[src/rtl/registry_file_param_if.sv]
// Register-file port bundle: two read ports, two write ports, one step port and status flags.
// The master side drives addresses/enables; the slave (register file) returns data and flags.
interface registry_file_param_if #(
    parameter int unsigned DATA_W = 8,
    parameter int unsigned ADDR_W = 3
);
    logic [ADDR_W-1:0] read_reg1;
    logic [ADDR_W-1:0] read_reg2;
    logic [DATA_W-1:0] read_data1;
    logic [DATA_W-1:0] read_data2;

    logic [ADDR_W-1:0] write_reg;
    logic [DATA_W-1:0] write_data;
    logic              write_en;

    logic [ADDR_W-1:0] write2_reg;
    logic [DATA_W-1:0] write2_data;
    logic              write2_en;

    logic              inc_en;
    logic [ADDR_W-1:0] inc_reg;
    logic              inc_dec;

    logic              inc_carry;
    logic              collision;

    modport master (
        output read_reg1, read_reg2,
        output write_reg, write_data, write_en,
        output write2_reg, write2_data, write2_en,
        output inc_en, inc_reg, inc_dec,
        input  read_data1, read_data2, inc_carry, collision
    );

    modport slave (
        input  read_reg1, read_reg2,
        input  write_reg, write_data, write_en,
        input  write2_reg, write2_data, write2_en,
        input  inc_en, inc_reg, inc_dec,
        output read_data1, read_data2, inc_carry, collision
    );
endinterface

[src/rtl/registry_file_param.sv]
// Parametrised register file: two prioritised write ports (A > B > step), an atomic +/-1 step
// port, optional hardwired-zero r0 and optional write-to-read bypass on the async read ports.
module registry_file_param #(
    parameter int unsigned DATA_W    = 8,
    parameter int unsigned ADDR_W    = 3,
    parameter bit          ZERO_REG  = 1'b0,
    parameter bit          BYPASS    = 1'b0,
    parameter logic [63:0] RESET_VAL = '0
) (
    input logic                  clk,
    input logic                  rst_n,
    registry_file_param_if.slave bus
);

    localparam int unsigned       DEPTH = 2 ** ADDR_W;
    localparam logic [DATA_W-1:0] RST_V = RESET_VAL[DATA_W-1:0];

    logic [DATA_W-1:0] regs [DEPTH];
    logic              carry_q;
    logic              collision_q;

    logic              ab_hit;
    logic              ai_hit;
    logic              bi_hit;
    logic              collision_d;
    logic              a_en;
    logic              b_en;
    logic              i_en;
    logic [DATA_W-1:0] step_old;
    logic [DATA_W-1:0] step_val;
    logic              step_wrap;

    function automatic logic is_zero_reg(input logic [ADDR_W-1:0] addr);
        return ZERO_REG && (addr == '0);
    endfunction

    // Port conflict resolution: each lower-priority port is masked when a higher one hits its register.
    always_comb begin
        ab_hit      = bus.write_en  && bus.write2_en && (bus.write_reg  == bus.write2_reg);
        ai_hit      = bus.write_en  && bus.inc_en    && (bus.write_reg  == bus.inc_reg);
        bi_hit      = bus.write2_en && bus.inc_en    && (bus.write2_reg == bus.inc_reg);
        collision_d = ab_hit || ai_hit || bi_hit;

        a_en = bus.write_en  && !is_zero_reg(bus.write_reg);
        b_en = bus.write2_en && !ab_hit && !is_zero_reg(bus.write2_reg);
        i_en = bus.inc_en    && !ai_hit && !bi_hit && !is_zero_reg(bus.inc_reg);

        step_old  = regs[bus.inc_reg];
        step_val  = bus.inc_dec ? (step_old - DATA_W'(1)) : (step_old + DATA_W'(1));
        step_wrap = bus.inc_dec ? (step_old == '0) : (step_old == '1);
    end

    // Bypass returns exactly what the next edge commits, so it follows the same priority order;
    // during reset nothing commits and the stored value is shown instead.
    function automatic logic [DATA_W-1:0] read_port(input logic [ADDR_W-1:0] addr);
        logic [DATA_W-1:0] val;
        val = regs[addr];
        if (BYPASS && rst_n) begin
            if (bus.write_en && (bus.write_reg == addr)) begin
                val = bus.write_data;
            end else if (bus.write2_en && (bus.write2_reg == addr)) begin
                val = bus.write2_data;
            end else if (bus.inc_en && (bus.inc_reg == addr)) begin
                val = step_val;
            end
        end
        if (is_zero_reg(addr)) begin
            val = '0;
        end
        return val;
    endfunction

    always_comb begin
        bus.read_data1 = read_port(bus.read_reg1);
        bus.read_data2 = read_port(bus.read_reg2);
    end

    always_ff @(posedge clk) begin
        if (!rst_n) begin
            for (int unsigned i = 0; i < DEPTH; i++) begin
                regs[i] <= RST_V;
            end
            carry_q     <= 1'b0;
            collision_q <= 1'b0;
        end else begin
            if (a_en) begin
                regs[bus.write_reg] <= bus.write_data;
            end
            if (b_en) begin
                regs[bus.write2_reg] <= bus.write2_data;
            end
            if (i_en) begin
                regs[bus.inc_reg] <= step_val;
                carry_q           <= step_wrap;
            end
            collision_q <= collision_d;
        end
    end

    assign bus.inc_carry = carry_q;
    assign bus.collision = collision_q;

endmodule

[src/flat_wrapper.sv]
// flat-port wrapper written by rule: the top's interface ports become plain ports
module registry_file_param_flat 
#(
    parameter int unsigned DATA_W    = 8,
    parameter int unsigned ADDR_W    = 3,
    parameter bit          ZERO_REG  = 1'b0,
    parameter bit          BYPASS    = 1'b0,
    parameter logic [63:0] RESET_VAL = '0
)
  (clk, rst_n, bus_read_reg1, bus_read_reg2, bus_write_reg, bus_write_data, bus_write_en, bus_write2_reg, bus_write2_data, bus_write2_en, bus_inc_en, bus_inc_reg, bus_inc_dec, bus_read_data1, bus_read_data2, bus_inc_carry, bus_collision);
  registry_file_param_if #(.DATA_W(DATA_W), .ADDR_W(ADDR_W)) bus_i ();
  input logic clk;
  input logic rst_n;
  input wire logic [$bits(bus_i.read_reg1)-1:0] bus_read_reg1;
  input wire logic [$bits(bus_i.read_reg2)-1:0] bus_read_reg2;
  input wire logic [$bits(bus_i.write_reg)-1:0] bus_write_reg;
  input wire logic [$bits(bus_i.write_data)-1:0] bus_write_data;
  input wire logic [$bits(bus_i.write_en)-1:0] bus_write_en;
  input wire logic [$bits(bus_i.write2_reg)-1:0] bus_write2_reg;
  input wire logic [$bits(bus_i.write2_data)-1:0] bus_write2_data;
  input wire logic [$bits(bus_i.write2_en)-1:0] bus_write2_en;
  input wire logic [$bits(bus_i.inc_en)-1:0] bus_inc_en;
  input wire logic [$bits(bus_i.inc_reg)-1:0] bus_inc_reg;
  input wire logic [$bits(bus_i.inc_dec)-1:0] bus_inc_dec;
  output wire logic [$bits(bus_i.read_data1)-1:0] bus_read_data1;
  output wire logic [$bits(bus_i.read_data2)-1:0] bus_read_data2;
  output wire logic [$bits(bus_i.inc_carry)-1:0] bus_inc_carry;
  output wire logic [$bits(bus_i.collision)-1:0] bus_collision;
  assign bus_i.read_reg1 = bus_read_reg1;
  assign bus_i.read_reg2 = bus_read_reg2;
  assign bus_i.write_reg = bus_write_reg;
  assign bus_i.write_data = bus_write_data;
  assign bus_i.write_en = bus_write_en;
  assign bus_i.write2_reg = bus_write2_reg;
  assign bus_i.write2_data = bus_write2_data;
  assign bus_i.write2_en = bus_write2_en;
  assign bus_i.inc_en = bus_inc_en;
  assign bus_i.inc_reg = bus_inc_reg;
  assign bus_i.inc_dec = bus_inc_dec;
  assign bus_read_data1 = bus_i.read_data1;
  assign bus_read_data2 = bus_i.read_data2;
  assign bus_inc_carry = bus_i.inc_carry;
  assign bus_collision = bus_i.collision;
  registry_file_param #(.DATA_W(DATA_W), .ADDR_W(ADDR_W), .ZERO_REG(ZERO_REG), .BYPASS(BYPASS), .RESET_VAL(RESET_VAL)) u_core (.clk(clk), .rst_n(rst_n), .bus(bus_i));
endmodule
[config.mk]
export PLATFORM = sky130hd
export DESIGN_NAME = registry_file_param_flat
export DESIGN_NICKNAME = d
export VERILOG_FILES = /design/src/rtl/registry_file_param_if.sv /design/src/rtl/registry_file_param.sv /design/src/flat_wrapper.sv
export SDC_FILE = /design/constraint.sdc
export NUM_CORES = 1
export LEC_CHECK = 0
export CORE_ASPECT_RATIO = 1.4
export CORE_MARGIN = 2
export CORE_UTILIZATION = 35
export CTS_CLUSTER_DIAMETER = 100
export DETAILED_ROUTE_END_ITERATION = 6
export PLACE_DENSITY = 0.56
export SLEW_MARGIN = 30
export SYNTH_ARGS = -nofsm -noshare
export SYNTH_HDL_FRONTEND = slang
export SYNTH_SLANG_ARGS = --single-unit
[constraint.sdc]
create_clock -name clk -period 4.5 [get_ports clk]
set_input_delay 1.125 -clock clk [delete_from_list [all_inputs] [get_ports clk]]
set_output_delay 1.125 -clock clk [all_outputs]
set_load 0.005 [all_outputs]
==> impl_results.md, run 1 <==
* Cell Area, Synth at 5170 µm²
* DRT Wirelength at 18.4 mm
* Setup CP Type: in -> out
* Unique masters post-synth at 50
* RR Startpoint: u_core.regs[7][4]
* RSZ-0062 raised after global routing: no
* Post-synth top flop: edfxtp_1
* Yosys reg bits at 66
* Min Tclk post-route at 4.29 ns
* Origin of the worst min-delay path: u_core.bus.inc_carry
* Outcome: completed
* CTS Buf Count at 9
* WP buf/inv at 3
* Synth Area in Simple Gates at 10.8%
* Synth Area in Compound Gates at 20.4%
* Gr usage total at 23.9%
* Die width at 107 µm
* Hold slack at 0.582 ns
* Hold Vio Cnt, Final at 0
* Pleak at 2.25 nW
* First-pass GRT wire length at 28.2 mm
* CP max FO at 16
* Num rows at 52
* CTS tree: built
* Post-CTS Setup Inserts at 0
* Largest family of logic cells by synthesized area: multiplexers
* Initial antenna violation count at 0
* Post-route setup TNS at 0 ns
* Drc violations at 0
* Worst slew margin at 55.6%
* CP top delay family: buffers and inverters
* Setup Skew at 0.00676 ns
* Ports at 55
* Vias in the first global route at 4,728
* Starting DRT DRC Count at 405
* Synthesized net count at 524
* DR WL/cell at 24.9 µm
* Pwr dens at 313 nW/µm²
* Hold crit path type: reg -> reg
* Post-route cell area at 6460 µm²
* Slowest stage cell, crit path: mux4_2
* Max Fclk at 0.233 GHz
* Largest net degree at the start of global routing at 31
* Synthesis-to-finish area growth at 24.8%
* Via Count at 4,610
* Sequential cell area at 1960 µm²
* Core area at 14,400 µm²
* Startpoint Class: primary input
* Worst Path Required at 3.38 ns
* Gpl congestion at 0.965
* Slew Limit Fails at 0
* Synth warnings at 0
* Multi-input gate area at 2990 µm²
* Root buf cell: clkbuf_16
* Most frequent cells in the layout: o21ai_0, a22oi_1, edfxtp_1
* Syn Area/Cell at 10.8 µm²
* Antenna Cells at 0
* Critical Path Stages at 5
* H-tree depth at 3
* CP dominant cell by count: clkdlybuf4s50_1
* Synth Instances at 480
* Effective utilization at floorplan at 35.8%
* Inst Count DP at 722
* Reg clk slew, reported paths at 0.05 ns
* Fill count at 1,384
* Max stage delay on crit path at 0.52 ns
* Reg2reg setup slack at 1.48 ns
* Worst r2r path cells at 12
* Worst-case vdd ir drop at 0.197 mV
* Final Non-Filler Cells at 737
* Critical path capture point type: output port
* 1st-pass router iterations at 5
* Nets at 588
* Post-cts resize count at 0
* Crit-path cells: clkdlybuf4s50_1 -> buf_12 -> mux4_2 -> mux2_2 -> clkdlybuf4s50_1
* Worst r2r dst: u_core.regs[3][7]
* Congestion Overflow GR at 0
* Dpl hpwl at 14.3 mm
* Layout cells sized above 1 at 21.5%
* Crit path to: bus_read_data1[5]
* CTS hold repair buffers at 0
* DIE AREA at 15,800 µm²
* Max-Cap Viols at 0
* Clock buffer depth at 2
* Seq/Total Area, Yosys at 37.9%
* Clk sinks at 66
* Async SR Flop Fraction at 0%
* Synth Area in XOR/XNOR at 2.71%
* Worst setup path startpoint: bus_read_reg1[0]
* Tcrit/Tclk final at 95.4%
* Overall die height at 148 µm
* Post-synthesis mux area share at 22.1%
* DR vias/cell at 6.26
* Worst EP arrival at 3.17 ns
* Port buffer count at 54
* Clk Latency, worst-skew pair at 0.33 ns
* Routed Antenna Nets at 0
* Final setup fails at 0
* Placed Area at 6150 µm²
* Post-synth EDFFs at 64
* Post-synthesis adder-cell area fraction at 1.84%
* Actual slew at the worst max-slew pin at 0.655 ns
* Commonest non-fill, non-tap cell in the layout: o21ai_0
==> tightest hold or removal path: cells and delay by family, from the launching register on <==
family          cells  cell delay (ns)
compound gates      2             0.21
flops               1             0.32
==> metrics by stage <==
step / setup slack (ns) / power [mW] / util (%)
floorplan: 0.499 / 1.05 / -
finish: 0.209 / 2.02 / 44.7
detailed placement: 0.132 / 1.29 / 42.6
CTS: 0.190 / 2.02 / 44.7
global placement: 0.157 / 1.29 / 42.6
global route: 0.143 / 2.08 / 44.7
==> synth_stat cells (2+ instances only) <==
| master | count | area [µm²] |
|---|---|---|
| o21ai_0 | 75 | 375 |
| a22oi_1 | 65 | 488 |
| edfxtp_1 | 64 | 1920 |
| mux4_2 | 36 | 811 |
| nand2_1 | 30 | 113 |
| buf_1 | 25 | 93.8 |
| mux2_2 | 20 | 225 |
| clkbuf_1 | 14 | 52.6 |
| nor2_1 | 13 | 48.8 |
| nor3b_1 | 11 | 82.6 |
| xnor2_1 | 11 | 96.3 |
| nand3_1 | 10 | 50.1 |
| mux2i_1 | 9 | 90.1 |
| a21oi_1 | 8 | 40.0 |
| inv_1 | 8 | 30.0 |
| nand2b_1 | 8 | 50.1 |
| nand4_1 | 7 | 43.8 |
| ha_1 | 6 | 75.1 |
| buf_2 | 5 | 25.0 |
| nor2b_1 | 5 | 31.3 |
| xor2_1 | 5 | 43.8 |
| and3_1 | 4 | 25.0 |
| nor3_1 | 4 | 20.0 |
| o22ai_1 | 4 | 25.0 |
| a21o_1 | 2 | 15.0 |
| a22o_1 | 2 | 17.5 |
| a31oi_1 | 2 | 12.5 |
| and3b_1 | 2 | 17.5 |
| dfxtp_1 | 2 | 40.0 |
| nand3b_1 | 2 | 15.0 |
| or4_1 | 2 | 15.0 |
==> worst min-delay path by stage <==
| stage | endpoint | slack (ns) | cells past startpoint |
|---|---|---|---|
| after global placement | u_core.bus.inc_carry | 0.60 | 2 |
| final | u_core.bus.inc_carry | 0.58 | 2 |
| after floorplan | u_core.bus.inc_carry | 0.53 | 2 |
| after detailed placement | u_core.bus.inc_carry | 0.58 | 2 |
| after global routing | u_core.bus.inc_carry | 0.65 | 2 |
| after CTS | u_core.bus.inc_carry | 0.59 | 2 |
==> logic make-up (layout without fill, tap and decap cells) <==
kind of cell	count (synthesis)	count (layout)
buf+inv	54	122
simple gates	104	104
flops	66	66
xor+xnor	16	16
fa+ha+maj	7	7
mux	66	66
compound gates	167	167
==> per-layer routing <==
layer  share of wire [%]  track usage, %
met5                   0               0
met4                 5.1            12.6
met3                 5.3            2.16
met2                  51            41.3
met1                  38            29.5
==> power breakdown <==
part,leakage [nW],internal [mW],switching (mW)
Sequential,0.683,0.725,0.0406
Clock,0.150,0.484,0.250
Combinational,1.42,0.252,0.267
==> layout make-up <==
cell class	count	share of cell area [%]
Inverter	8	0.465
Clock buffer	11	3.60
Tap cell	189	3.66
Timing Repair Buffer	99	14.4
Clock inverter	4	1.20
Multi-Input combinational cell	360	46.3
Sequential cell	66	30.4
==> state kept, by name, summed over array words and instances, names as in the netlist <==
register and count:
u_core.regs 64, u_core.bus.collision 1, u_core.bus.inc_carry 1
Note: power is estimated with default switching activity, not from simulation.
==> inputs of run 2 (changes only) <==
Settings changed: ABC_AREA from default to 1, PLACE_DENSITY 0.56 to 0.55.
==> run 2 against run 1 <==
  * First-iteration DRC count is 60% higher
  * Total power is 0.69% lower
  * Largest power group unchanged
  * Core utilization down 2.4 points
  * Via count increased by 39%
  * Sequential power hardly changed
  * Hold slack worse by 0.0099 ns
  * Synthesized cell count rose by 100%
  * Combinational power up 3%
  * Cell area is 10% higher
  * Highest routed layer unchanged
  * Clock-buffer cell count fell by 2
  * Clock skew increased by 0.0018 ns
==> impl_results.md, run 2 <==
* Clock buffer depth at 2 (unchanged)
* H-tree depth at 3 (unchanged)
* CTS tree: built
* Post-CTS Setup Inserts at 0 (unchanged)
* DIE AREA at 18,300 µm² (+16%)
* Gr busiest metal: met2
* Yosys reg bits at 66 (unchanged)
* Hold slack at 0.572 ns (-0.00990 ns)
* Clk network pwr share at 35.1% (-1.3 points)
* CTS hold repair buffers at 0 (unchanged)
* RSZ-0062 raised after global routing: no
* Comb pwr share at 26.8% (+1.1 points)
* Switch Pwr at 666 µW (+19%)
* Internal power at 1.34 mW (-8.3%)
* Setup Skew at 0.00857 ns (+0.00181 ns)
* Clk Latency, worst-skew pair at 0.33 ns (about the same)
* Final setup fails at 0 (unchanged)
* First-pass GRT wire length at 34.4 mm (+22%)
* Synth Instances at 968 (+100%)
* Synth Area in Simple Gates at 39.4% (+29 points)
* Largest net degree at the start of global routing at 39 (+26%)
* Hold Vio Cnt, Final at 0 (unchanged)
* Via Count at 6,426 (+39%)
* Gr usage total at 24.6% (+0.69 points)
* Layout cells sized above 1 at 6.24% (-15 points)
* Largest family of logic cells by synthesized area: simple AND/OR/NAND/NOR gates
* Worst EP arrival at 3.17 ns (about the same)
* Syn Area/Cell at 6.22 µm² (-42%)
* Top reg by flops: u_core.regs
* Ports at 55 (unchanged)
* DR vias/cell at 5.23 (-16%)
* Synth warnings at 0 (unchanged)
* Commonest non-fill, non-tap cell in the layout: nand2_1
* Clk sinks at 66 (unchanged)
* Core area at 16,800 µm² (+16%)
* Hold crit path type: reg -> reg
* Synth Area in XOR/XNOR at 1.31% (-1.4 points)
* Max reg flops at 64 (unchanged)
* Tcrit/Tclk final at 95.4% (about the same)
* Synth Area in Compound Gates at 16.7% (-3.7 points)
* Post-synthesis adder-cell area fraction at 1.58% (-0.26 points)
* Worst r2r path cells at 12 (unchanged)
* Slew Limit Fails at 0 (unchanged)
* Congestion Overflow GR at 0 (unchanged)
* Met3 usage at 1.94% (-0.22 points)
* Dpl hpwl at 17.9 mm (+25%)
* End of the worst hold path: u_core.bus.inc_carry
* Antenna Cells at 0 (unchanged)
* Met2 track demand over resource at 40.9% (-0.40 points)
* Max stage delay on crit path at 0.64 ns (+0.12 ns)
* Commonest cells in the netlist: nand2_1, nor2_1, o21ai_0
* Cell Area, Synth at 6020 µm² (+16%)
* Most frequent cells in the layout: nand2_1, nor2_1, o21ai_0
* Slowest stage cell, crit path: clkdlybuf4s50_1
* Reg power frac at 38.1% (+0.2 points)
* CTS Buf Count at 9 (unchanged)
* Drc violations at 0 (unchanged)
* Overall die height at 159 µm (+7.7%)
* Worst-case vdd ir drop at 0.217 mV (+10%)
* Max Fclk at 0.233 GHz (about the same)
* Crit-path cells: clkdlybuf4s50_1 -> buf_4 -> o21ai_0 -> o21ai_0 -> a21oi_1 -> a31oi_1 -> clkdlybuf4s50_1
* Synthesized net count at 1,012 (+93%)
* Nets at 1,065 (+81%)
* Unique masters post-synth at 37 (-26%)
* Synthesis-to-finish area growth at 18.1%
* DRT Wirelength at 22.4 mm (+22%)
* Post-cts resize count at 0 (unchanged)
* Met1 usage at 31.6% (+2.1 points)
* Cell taking the most area after synthesis: edfxtp_1
* Worst Path Required at 3.38 ns (about the same)
* Origin of the worst min-delay path: u_core.bus.inc_carry
* Async SR Flop Fraction at 0% (unchanged)
* Starting DRT DRC Count at 650 (+60%)
* WHS Path Cells at 2 (unchanged)
* Seq/Total Area, Yosys at 32.6% (-5.4 points)
* Worst slew margin at 31.9% (-24 points)
* Switching share of total power at 33.2% (+5.6 points)
* Area share of the largest cell type after synthesis at 31.9% (-5.3 points)
* Reg clk slew, reported paths at 0.06 ns (about the same)
* Actual slew at the worst max-slew pin at 1.01 ns (+0.359 ns)
* RR Startpoint: u_core.regs[7][2]
* Effective utilization at floorplan at 35.8% (about the same)
* Count leader, synth: nand2_1
* Post-synth EDFFs at 64 (unchanged)
* 1st-pass router iterations at 5 (unchanged)
* Die width at 115 µm (+7.6%)
* Final core occ at 42.3% (-2.4 points)
* Synth area leaders: edfxtp_1, nand2_1, nor2_1
* Post-synthesis mux area share at 0% (-22 points)
* Max-Cap Viols at 0 (unchanged)
* Critical path capture point type: output port
* Reg2reg setup slack at 1.75 ns (+0.27 ns)
* Pwr dens at 282 nW/µm² (-9.9%)
* Min Tclk post-route at 4.29 ns (+0.00191 ns)
* CP max FO at 33 (+17)
* Startpoint Class: primary input
* Pleak at 3.36 nW (+49%)
* Post-synth top flop: edfxtp_1
* Port buffer count at 54 (unchanged)
* Root buf cell: clkbuf_16
* Worst r2r dst: u_core.regs[4][3]
* DR WL/cell at 18.2 µm (-27%)
* Initial antenna violation count at 0 (unchanged)
* Outcome: completed
* Routed Antenna Nets at 0 (unchanged)
* Gpl congestion at 0.914 (-5.2%)
* Vias in the first global route at 6,033 (+28%)
* Post-route setup TNS at 0 ns (unchanged)
* Setup CP Type: in -> out
* Num rows at 56 (+7.7%)
[run 2: worst max-delay path by stage]
stage | startpoint | end | slack [ns] | cells past startpoint
after floorplan | bus_inc_reg[1] | u_core.regs[6][5] | 1.18 | 14
after global placement | bus_read_reg1[0] | bus_read_data1[7] | 0.20 | 7
after detailed placement | bus_read_reg1[0] | bus_read_data1[6] | 0.19 | 7
after CTS | bus_read_reg1[0] | bus_read_data1[6] | 0.19 | 7
after global routing | bus_read_reg1[0] | bus_read_data1[6] | 0.02 | 7
final | bus_read_reg1[0] | bus_read_data1[6] | 0.21 | 7
[run 2: layer usage]
layer,vias to the layer above,routed length (µm)
li1,3249,-
met2,239,10600
met1,2878,9560
met3,60,1020
met5,-,0
met4,0,1230
[run 2: final cells by class]
class	count	area (µm²)
fill	1851	9700
multi-input combinational	782	3550
sequential	66	1960
timing repair buffer	78	733
inverter	84	315
tap	203	254
clock buffer	9	225
clock inverter	7	76.3
[run 2: cells by family (layout without fill, tap and decap cells)]
kind of cell,after synthesis,count (layout)
adders and majority gates,7,7
xor gates and xnor gates,9,9
AOI/OAI and AO/OA,182,182
DFF,66,66
and+or+nand+nor,584,584
buffers and inverters,120,178
[run 2: stage by stage]
stage	instance area, µm²	instances	setup WS [ns]	power [mW]
6_report	7110	1229	0.207	2.01
5_1_grt	7110	1229	0.0209	2.09
4_1_cts	7110	1229	0.191	2.00
3_5_place_dp	6810	1213	0.193	1.31
3_3_place_gp	6810	1213	0.196	1.31
2_1_floorplan	6020	968	1.18	1.07
[run 2: critical path: cells and delay by family]
family          cells  cell delay, ns
compound gates      4            0.51
buf+inv             3            1.53
[run 2: power groups by stage]
stage / Sequential (mW) / Clock (mW) / Combinational, mW
3_3_place_gp: 0.777 / 0 / 0.529
2_1_floorplan: 0.754 / 0 / 0.312
3_5_place_dp: 0.777 / 0 / 0.530
5_1_grt: 0.769 / 0.731 / 0.589
6_report: 0.764 / 0.704 / 0.537
4_1_cts: 0.764 / 0.708 / 0.532
==> inputs of run 3 (changes only) <==
Settings changed: HOLD_SLACK_MARGIN from default to 0.03.
==> results of run 3 <==
Final layout, timing and power as in run 2 (identical DEF).
